## src/rtl/spi_adc_rd_pkg.sv

```systemverilog
// Shared definitions for the ADC SPI read engine: state encodings, SPI mode
// constants and default frame geometry (common with the write controller).
package spi_adc_rd_pkg;

  localparam int unsigned NBITS_DEF = 16;
  localparam int unsigned DIV_DEF   = 4;
  localparam int unsigned CH_W_DEF  = 2;

  // SPI mode 0: clock idles low, data sampled on the rising edge.
  localparam logic CPOL      = 1'b0;
  localparam logic SCLK_IDLE = CPOL;

  typedef enum logic [2:0] {
    S_IDLE  = 3'd0,
    S_SETUP = 3'd1,
    S_HIGH  = 3'd2,
    S_LOW   = 3'd3,
    S_HOLD  = 3'd4,
    S_DONE  = 3'd5
  } state_e;

endpackage

```

## src/rtl/spi_adc_rd_if.sv

```systemverilog
// Request/response and SPI pin bundle of the ADC read engine.
//   strr_i/ch_i : start-read request and channel tag
//   miso_i      : ADC serial data
//   cs_o/sclk_o : ADC chip select (active-low) and SPI clock
//   busy_o      : frame in progress
//   data_o/ch_o : last received word and its tag, qualified by valid_o
interface spi_adc_rd_if
  import spi_adc_rd_pkg::*;
#(
  parameter int unsigned NBITS = NBITS_DEF,
  parameter int unsigned CH_W  = CH_W_DEF
);
  logic             strr_i;
  logic [CH_W-1:0]  ch_i;
  logic             miso_i;
  logic             cs_o;
  logic             sclk_o;
  logic             busy_o;
  logic [NBITS-1:0] data_o;
  logic [CH_W-1:0]  ch_o;
  logic             valid_o;

  // Read engine side.
  modport slave (
    input  strr_i, ch_i, miso_i,
    output cs_o, sclk_o, busy_o, data_o, ch_o, valid_o
  );

  // Requester / ADC side.
  modport master (
    output strr_i, ch_i, miso_i,
    input  cs_o, sclk_o, busy_o, data_o, ch_o, valid_o
  );
endinterface

```

## src/rtl/spi_adc_rd_fsm.sv

```systemverilog
// Frame sequencer of the ADC read engine: state register, tick divider and
// bit counter. Drives registered cs/sclk/busy/valid and the combinational
// load/shift/done strobes used by the datapath in the top.
//   clk_i, rst_ni : clock, async active-low reset
//   strr_i        : start-read request (honoured in IDLE only)
//   cs_o, sclk_o, busy_o, valid_o : registered pin/status outputs
//   load_c  : start accepted (capture tag, clear shift register)
//   shift_c : end of a high phase (sample MISO)
//   done_c  : frame complete (load output word)
module spi_adc_rd_fsm
  import spi_adc_rd_pkg::*;
#(
  parameter int unsigned NBITS = NBITS_DEF,
  parameter int unsigned DIV   = DIV_DEF
) (
  input  logic clk_i,
  input  logic rst_ni,
  input  logic strr_i,
  output logic cs_o,
  output logic sclk_o,
  output logic busy_o,
  output logic valid_o,
  output logic load_c,
  output logic shift_c,
  output logic done_c
);

  localparam int unsigned DIV_W = $clog2(DIV);
  localparam int unsigned CNT_W = $clog2(NBITS + 1);

  state_e           state_q, state_d;
  logic [DIV_W-1:0] div_cnt_q, div_cnt_d;
  logic [CNT_W-1:0] bit_cnt_q, bit_cnt_d;
  logic             cs_q, cs_d;
  logic             sclk_q, sclk_d;
  logic             busy_q, busy_d;
  logic             valid_q, valid_d;
  logic             tick_c;

  assign tick_c  = (div_cnt_q == DIV_W'(DIV - 1));
  assign cs_o    = cs_q;
  assign sclk_o  = sclk_q;
  assign busy_o  = busy_q;
  assign valid_o = valid_q;

  // State and registered outputs.
  always_ff @(posedge clk_i or negedge rst_ni) begin
    if (!rst_ni) begin
      state_q   <= S_IDLE;
      div_cnt_q <= '0;
      bit_cnt_q <= '0;
      cs_q      <= 1'b1;
      sclk_q    <= SCLK_IDLE;
      busy_q    <= 1'b0;
      valid_q   <= 1'b0;
    end else begin
      state_q   <= state_d;
      div_cnt_q <= div_cnt_d;
      bit_cnt_q <= bit_cnt_d;
      cs_q      <= cs_d;
      sclk_q    <= sclk_d;
      busy_q    <= busy_d;
      valid_q   <= valid_d;
    end
  end

  // Next state, counters, strobes; outputs are decoded from the next state
  // so they change on the edge that enters each state.
  always_comb begin
    state_d   = state_q;
    bit_cnt_d = bit_cnt_q;
    div_cnt_d = div_cnt_q;
    load_c    = 1'b0;
    shift_c   = 1'b0;
    done_c    = 1'b0;

    unique case (state_q)
      S_IDLE: begin
        if (strr_i) begin
          state_d   = S_SETUP;
          load_c    = 1'b1;
          bit_cnt_d = '0;
        end
      end
      S_SETUP: if (tick_c) state_d = S_HIGH;
      S_HIGH: begin
        if (tick_c) begin
          state_d   = S_LOW;
          shift_c   = 1'b1;
          bit_cnt_d = bit_cnt_q + CNT_W'(1);
        end
      end
      S_LOW: begin
        if (tick_c) state_d = (bit_cnt_q == CNT_W'(NBITS)) ? S_HOLD : S_HIGH;
      end
      S_HOLD: begin
        if (tick_c) begin
          state_d = S_DONE;
          done_c  = 1'b1;
        end
      end
      S_DONE:  state_d = S_IDLE;
      default: state_d = S_IDLE;
    endcase

    // Divider restarts on every state change and idles outside timed states.
    if (state_d != state_q || state_q == S_IDLE || state_q == S_DONE) begin
      div_cnt_d = '0;
    end else begin
      div_cnt_d = div_cnt_q + DIV_W'(1);
    end

    cs_d    = !(state_d == S_SETUP || state_d == S_HIGH || state_d == S_LOW);
    sclk_d  = (state_d == S_HIGH) ? ~SCLK_IDLE : SCLK_IDLE;
    busy_d  = (state_d != S_IDLE);
    valid_d = (state_d == S_DONE);
  end

endmodule

```

## src/rtl/spi_adc_rd.sv

```systemverilog
// SPI read engine for the 4-channel ADC (mode 0). Frames one readout of
// NBITS bits, shifts MISO MSB-first into a SIPO register and presents the
// word with its channel tag and a one-cycle valid pulse.
//   clk_i, rst_ni : clock, async active-low reset
//   bus           : request, SPI pins and result (see spi_adc_rd_if)
module spi_adc_rd
  import spi_adc_rd_pkg::*;
#(
  parameter int unsigned NBITS = NBITS_DEF,
  parameter int unsigned DIV   = DIV_DEF,
  parameter int unsigned CH_W  = CH_W_DEF
) (
  input  logic        clk_i,
  input  logic        rst_ni,
  spi_adc_rd_if.slave bus
);

  logic             load_c, shift_c, done_c;
  logic [NBITS-1:0] sr_q, sr_d;
  logic [CH_W-1:0]  tag_q, tag_d;
  logic [NBITS-1:0] data_q, data_d;
  logic [CH_W-1:0]  ch_q, ch_d;

  spi_adc_rd_fsm #(
    .NBITS (NBITS),
    .DIV   (DIV)
  ) u_fsm (
    .clk_i   (clk_i),
    .rst_ni  (rst_ni),
    .strr_i  (bus.strr_i),
    .cs_o    (bus.cs_o),
    .sclk_o  (bus.sclk_o),
    .busy_o  (bus.busy_o),
    .valid_o (bus.valid_o),
    .load_c  (load_c),
    .shift_c (shift_c),
    .done_c  (done_c)
  );

  assign bus.data_o = data_q;
  assign bus.ch_o   = ch_q;

  // SIPO, tag and output registers.
  always_ff @(posedge clk_i or negedge rst_ni) begin
    if (!rst_ni) begin
      sr_q   <= '0;
      tag_q  <= '0;
      data_q <= '0;
      ch_q   <= '0;
    end else begin
      sr_q   <= sr_d;
      tag_q  <= tag_d;
      data_q <= data_d;
      ch_q   <= ch_d;
    end
  end

  // MISO enters at the LSB so the first sample ends up as the MSB.
  always_comb begin
    sr_d   = sr_q;
    tag_d  = tag_q;
    data_d = data_q;
    ch_d   = ch_q;
    if (load_c) begin
      sr_d  = '0;
      tag_d = bus.ch_i;
    end
    if (shift_c) sr_d = {sr_q[NBITS-2:0], bus.miso_i};
    if (done_c) begin
      data_d = sr_q;
      ch_d   = tag_q;
    end
  end

endmodule

```

## src/flat_wrapper.sv

```systemverilog
// flat-port wrapper written by rule: the top's interface ports become plain ports
module spi_adc_rd_flat import spi_adc_rd_pkg::*;
#(
  parameter int unsigned NBITS = NBITS_DEF,
  parameter int unsigned DIV   = DIV_DEF,
  parameter int unsigned CH_W  = CH_W_DEF
)
  (clk_i, rst_ni, bus_strr_i, bus_ch_i, bus_miso_i, bus_cs_o, bus_sclk_o, bus_busy_o, bus_data_o, bus_ch_o, bus_valid_o);
  spi_adc_rd_if #(.NBITS(NBITS), .CH_W(CH_W)) bus_i ();
  input  logic clk_i;
  input  logic rst_ni;
  input wire logic [$bits(bus_i.strr_i)-1:0] bus_strr_i;
  input wire logic [$bits(bus_i.ch_i)-1:0] bus_ch_i;
  input wire logic [$bits(bus_i.miso_i)-1:0] bus_miso_i;
  output wire logic [$bits(bus_i.cs_o)-1:0] bus_cs_o;
  output wire logic [$bits(bus_i.sclk_o)-1:0] bus_sclk_o;
  output wire logic [$bits(bus_i.busy_o)-1:0] bus_busy_o;
  output wire logic [$bits(bus_i.data_o)-1:0] bus_data_o;
  output wire logic [$bits(bus_i.ch_o)-1:0] bus_ch_o;
  output wire logic [$bits(bus_i.valid_o)-1:0] bus_valid_o;
  assign bus_i.strr_i = bus_strr_i;
  assign bus_i.ch_i = bus_ch_i;
  assign bus_i.miso_i = bus_miso_i;
  assign bus_cs_o = bus_i.cs_o;
  assign bus_sclk_o = bus_i.sclk_o;
  assign bus_busy_o = bus_i.busy_o;
  assign bus_data_o = bus_i.data_o;
  assign bus_ch_o = bus_i.ch_o;
  assign bus_valid_o = bus_i.valid_o;
  spi_adc_rd #(.NBITS(NBITS), .DIV(DIV), .CH_W(CH_W)) u_core (.clk_i(clk_i), .rst_ni(rst_ni), .bus(bus_i));
endmodule
```

## config.mk

```make
export PLATFORM = sky130hd
export DESIGN_NAME = spi_adc_rd_flat
export DESIGN_NICKNAME = d
export VERILOG_FILES = /design/src/rtl/spi_adc_rd_pkg.sv /design/src/rtl/spi_adc_rd_if.sv /design/src/rtl/spi_adc_rd_fsm.sv /design/src/rtl/spi_adc_rd.sv /design/src/flat_wrapper.sv
export SDC_FILE = /design/constraint.sdc
export NUM_CORES = 1
export LEC_CHECK = 0
export BUFFER_PORTS_ARGS = -buffer_cell sky130_fd_sc_hd__buf_2
export CAP_MARGIN = 10
export CORE_ASPECT_RATIO = 1.4
export CORE_MARGIN = 1.5
export CORE_UTILIZATION = 60
export CTS_CLUSTER_DIAMETER = 200
export DETAILED_ROUTE_END_ITERATION = 10
export GPL_ROUTABILITY_DRIVEN = 0
export MAX_ROUTING_LAYER = met4
export PLACE_DENSITY = 0.84
export SLEW_MARGIN = 20
export SYNTH_ARGS = -nofsm -noshare
export SYNTH_HDL_FRONTEND = slang
export SYNTH_HIERARCHICAL = 1
export SYNTH_SLANG_ARGS = --single-unit
```

## constraint.sdc

```tcl
create_clock -name clk_i -period 2.9 [get_ports clk_i]
set_clock_uncertainty 0.15 [all_clocks]
set_input_delay 0.145 -clock clk_i [delete_from_list [all_inputs] [get_ports clk_i]]
set_output_delay 0.145 -clock clk_i [all_outputs]
set_load 0.05 [all_outputs]
```

# == Yosys cells after proc, flatten, opt, wreduce, memory -nomap -nowiden ==
# Index checks and enable logic that the tools add are counted.
# word_totals
wordCells,56
ff_bits,50
output_inout_bits,22
in_bits,6
# op_classes
n_addsub,2
n_eq_ne,14
n_mux,19
n_reduce_logical,10
# ops
operator,count
2-to-1 mux 16 bit,2
2-to-1 mux 3 bit,6
one-hot mux 3 bit (5 select lines),1
== test 3 x 2 -> 1 bit (second input constant),4
2-to-1 mux 5 bit,2
one-hot mux 5 bit (2 select lines),1
== test 3 bit (second input constant),3
== test 3 x 1 -> 1 bit (second input constant),2
2-to-1 mux 1 bit,6
adder 5 x 1 -> 5 bit (second input constant),1
== test 5 bit (second input constant),1
logical OR 1 bit,4
inequality test 2 bit (second input constant),2
nonzero test 2 bit,2
zero test 3 bit,1
inequality test 3 bit,1
AND reduction 3 bit,1
nonzero test 3 bit,1
adder 2 x 1 -> 2 bit (second input constant),1
== test 2 bit (second input constant),1
2-to-1 mux 2 bit,1
zero test 1 bit,1

# == Logic depth before layout (Yosys ltp) ==
# logic_depth
depth_word,8
mapped_depth,8
mapped_depth_nobuf,5

# == By module ==
# Netlist, hierarchy kept.
# by_module_without_submodules
module,instances,cells_per_inst,seq_area_each_um2,area_each_um2
spi_adc_rd,1,105,900.9,1440.1
spi_adc_rd_fsm,1,66,351.6,696.9

# == Least setup slack after synthesis ==
# Ideal clock, no wire load.
# synth_timing
path_type,flip-flop to flip-flop
from,register u_core.u_fsm.state_q[0]
to,register u_core.sr_q[10]
path_slack_ps,1123
required_ps,2617
setup_ps,133
path_stages_with_launch,6
t_arrival_ps,1494
cell_sequence,dfrtp_1 -> buf_6 -> or4b_4 -> inv_2 -> clkbuf_1 -> o21ai_0
# synth_between
elab_chain_cells,3
word_cells_on_any_way,6
cone_classes,1 x eq/ne; 3 x mux; 2 x reduce/logical
# synth_rtl
item,line_no,source
start: declaration,spi_adc_rd_fsm.sv:31,"state_e state_q, state_d;"
start signal: assignment,spi_adc_rd_fsm.sv:57,state_q <= state_d;
zero test 3 bit,spi_adc_rd_fsm.sv:77,unique case (state_q)
2-to-1 mux 1 bit,spi_adc_rd_fsm.sv:77,
net u_core.load_c,spi_adc_rd.sv:18,"logic load_c, shift_c, done_c;"
nonzero test 2 bit (no line),n/a,
end signal: assignment,spi_adc_rd.sv:51,sr_q <= sr_d;
end: declaration,spi_adc_rd.sv:19,"logic [NBITS-1:0] sr_q, sr_d;"
# The timed path passes the listed nets, and every way through them passes these cells.
# A chain may end at the register's enable or synchronous reset.

# == Worst setup path after layout ==
# layout_timing
from,register u_core.u_fsm.div_cnt_q[0]
to,register u_core.sr_q[9]
# layout_between
elab_chain_cells,4
word_cells_on_any_way,5
cone_classes,1 x eq/ne; 3 x mux; 1 x reduce/logical
# layout_rtl
item,line_no,source
start: declaration,spi_adc_rd_fsm.sv:32,"logic [DIV_W-1:0] div_cnt_q, div_cnt_d;"
start signal: assignment,spi_adc_rd_fsm.sv:58,div_cnt_q <= div_cnt_d;
== test 2 bit (*),spi_adc_rd_fsm.sv:40,assign tick_c = (div_cnt_q == DIV_W'(DIV - 1));
2-to-1 mux 1 bit (*),spi_adc_rd_fsm.sv:87,if (tick_c) begin
2-to-1 mux 1 bit (*),spi_adc_rd_fsm.sv:77,
net u_core.shift_c,spi_adc_rd.sv:18,
2-to-1 mux 16 bit / nonzero test 2 bit (equally long branches),n/a,
# Mark *: on every way through the listed nets, which the timed path passes. The rest lies on a longest branch.

==> flow_summary.ini <==
[floorplan]
floorplan.initialDensity_pct = 63.26
die_area_sq_um = 3934
rows = 25
io_pins = 28
die_y_um = 73.62
core-area_sq_um = 3378
die_w_um = 53.44

[clock_tree]
tritoncts = done
cts_made_buffers = 5
clock_tree.root_cell = sky130_fd_sc_hd__clkbuf_8
cts_hold_buf = 4
total_setup_buffers_inserted_after_cts = 0
htreeDepth = 2
cts_max_path_buffers = 2
insertion_delay_ns = 0.30
clk_pin_slew_ns = 0.08
cts_sinks = 50
cts_resized = 0

[routing]
post_drt_wl_per_cell_um = 15.31
avg_vias_per_cell = 5.743
route.vias.total = 1384
detail_route.wirelength_mm = 3.690
number_of_remaining_drc_errors = 0
drt.antenna.violating_nets = 0
dr.first_iter.drc_count = 40
drt_pre_antenna_iters = 4

[timing]
drv_slew = 0
worst_pin_slew_ns = 0.7721
finalCritPeriodShare_pct = 74.76
rsz0062_at_grt = false
post-route-min-period_ns = 2.168
setup_viol = 0
timing_hold_violations_final = 0
setup-tns-final_ns = 0
worst_hold_margin_ns = 0.01836
timing.final.ws_setup_ns = 0.7320
fmaxAchievable_ghz = 0.4612
worst_slew_margin_pct = 48.53

[final_layout]
layout.cells.most_common_list = 49 x sky130_fd_sc_hd__dfrtp_1, 26 x sky130_fd_sc_hd__buf_2, 23 x sky130_fd_sc_hd__nand2_1
design_area_sq_um = 2390
post_route_cells_drive_above_1_share_pct = 30.85
mostFrequentLayoutCell = sky130_fd_sc_hd__dfrtp_1
layout.nets = 209
final_util_pct = 70.74
layoutNonFillerInstCount = 241
area_growth_pct = 11.83
antenna_cells_inserted = 0

[worst_setup_path]
crit_path_cell_trace = ha_1 > and4bb_1 > buf_4 > nand2b_1 > o21ai_0
critical_path_maximum_fanout = 28
critical_path.slowest_cell = sky130_fd_sc_hd__and4bb_1
crit_path_end_kind = flop
criticalPathCategory = reg -> reg
crit_path_buf_inv_count = 1
startpoint_type = flop
critical_path_required_ns = 2.92
slowest_delay_ns = 0.75
cp.arrival_ns = 2.19
worst_path_dominant_cell_family = simple AND/OR/NAND/NOR gates

[place]
numPlacedInstances = 229
detailedPlace.worstSlack_ns = 0.7433
placed_instance_area_sq_um = 2256
port_buffers = 27
detailed_place_hpwl_mm = 2.529

[logic_synthesis]
post-synth-top-area-cell = sky130_fd_sc_hd__dfrtp_1
mappedNetlistNets = 180
synthesized_area_per_cell_sq_um = 12.50
synthTopCellsByArea = sky130_fd_sc_hd__dfrtp_1 57%, sky130_fd_sc_hd__mux2_4 7.0%, sky130_fd_sc_hd__mux2_2 5.3%
netlist_area_sq_um = 2137
async_flop_share_pct = 100.0
ys_seq_elements = 50
netlist-cell-type-count = 35
yosys_warnings = 6
synth_edf_count = 0
post_synthesis_sequential_area_ratio_pct = 58.61
syn-instance-count = 171
synth_largest_type_area_fraction_pct = 57.38
most_used_flip_flop_cell_after_synthesis = sky130_fd_sc_hd__dfrtp_1

[global_routing]
track_usage_pct = 21.78
overflow = 0
first_global_vias = 1325
maximum_number_of_pins_on_one_net_before_global_route_repair = 51
grt_first_pass_wirelength_mm = 5.920
initial_antenna_violation_count = 0

[power]
leakagePower_nw = 1.197
vdd_drop_max_mv = 0.6622
totalPowerFinal_mw = 1.834
power_per_cell_area_nw_per_um2 = 767.5

[run_status]
status = finished, final reports clean

[run]
max_cap_viol_count = 0

[hold_path]
holdCritPathClass = in -> reg
## synthesized netlist by cell type (4+ instances only)
library cell               count
sky130_fd_sc_hd__o21ai_0      14
sky130_fd_sc_hd__dfrtp_1      49
sky130_fd_sc_hd__nand2b_1     13
sky130_fd_sc_hd__mux2_4       10
sky130_fd_sc_hd__inv_1         4
sky130_fd_sc_hd__nand2_1      23
sky130_fd_sc_hd__mux2_2       10
sky130_fd_sc_hd__nor3_1        4
## worst register-to-register path: stages, from the launching register on
cell	delay (ns)
sky130_fd_sc_hd__dfrtp_1	0.36
sky130_fd_sc_hd__ha_1	0.31
sky130_fd_sc_hd__and4bb_1	0.75
sky130_fd_sc_hd__buf_4	0.29
sky130_fd_sc_hd__nand2b_1	0.11
sky130_fd_sc_hd__o21ai_0	0.07
## power breakdown
group / leakage, nW / switching, mW / total (mW) / internal (mW)
clock: 0.0482 / 0.211 / 0.404 / 0.193
combinational: 0.483 / 0.227 / 0.408 / 0.181
sequential: 0.666 / 0.155 / 1.02 / 0.867
total: 1.20 / 0.594 / 1.83 / 1.24
## state kept, by name, indices dropped and copies added, names as in the netlist
name                    cells
u_core/tag_q                2
u_core/u_fsm/bit_cnt_q      5
u_core/bus.data_o          16
u_core/u_fsm/cs_o           1
u_core/u_fsm/div_cnt_q      2
u_core/bus.ch_o             2
u_core/u_fsm/valid_o        1
u_core/sr_q                16
u_core/u_fsm/sclk_o         1
u_core/u_fsm/busy_o         1
u_core/u_fsm/state_q        3
## per-layer routing
layer | global-route usage [%] | wire length, um
met5 | - | 0
met4 | 7.977 | 60
met3 | 5.488 | 147
met2 | 35.12 | 1976
met1 | 26.15 | 1506
## kinds of logic (layout without fill, tap and decap cells)
kind of cell | count (synthesis) | after routing | share of synthesized area [%]
fa+ha+maj | 3 | 3 | 1.757
mux | 23 | 23 | 13.70
buf+inv | 16 | 46 | 4.918
simple gates | 54 | 54 | 13.70
compound gates | 25 | 25 | 7.319
flops | 50 | 50 | 58.61
## final cells by class
class | count | area [sq um]
flip-flops and latches | 50 | 1252
fillers | 233 | 988.4
well taps | 40 | 50.05
inverters | 5 | 18.77
multi-input cells | 105 | 784.5
repair buffers | 33 | 192.7
clock buffers | 7 | 86.33
clock inverters | 1 | 5.005
## path summary, 6_finish.rpt
path | start | to | slack [ns] | depth (start not counted)
setup / recovery | u_core/u_fsm/div_cnt_q[0]$_DFF_PN0_ | u_core/sr_q[9]$_DFFE_PN0P_ | 0.73 | 5
hold / removal | bus_strr_i | u_core/u_fsm/busy_o$_DFF_PN0_ | 0.02 | 3
setup reg to reg | u_core/u_fsm/div_cnt_q[0]$_DFF_PN0_ | u_core/sr_q[9]$_DFFE_PN0P_ | 0.73 | 5
hold reg to reg | u_core/u_fsm/div_cnt_q[0]$_DFF_PN0_ | u_core/u_fsm/div_cnt_q[0]$_DFF_PN0_ | 0.31 | 1
max in group asynchronous | rst_ni | u_core/bus.data_o[1]$_DFFE_PN0P_ | 1.95 | 2
min in group asynchronous | rst_ni | u_core/bus.data_o[12]$_DFFE_PN0P_ | 0.25 | 2
No activity file was read; power rests on OpenSTA's default activity.
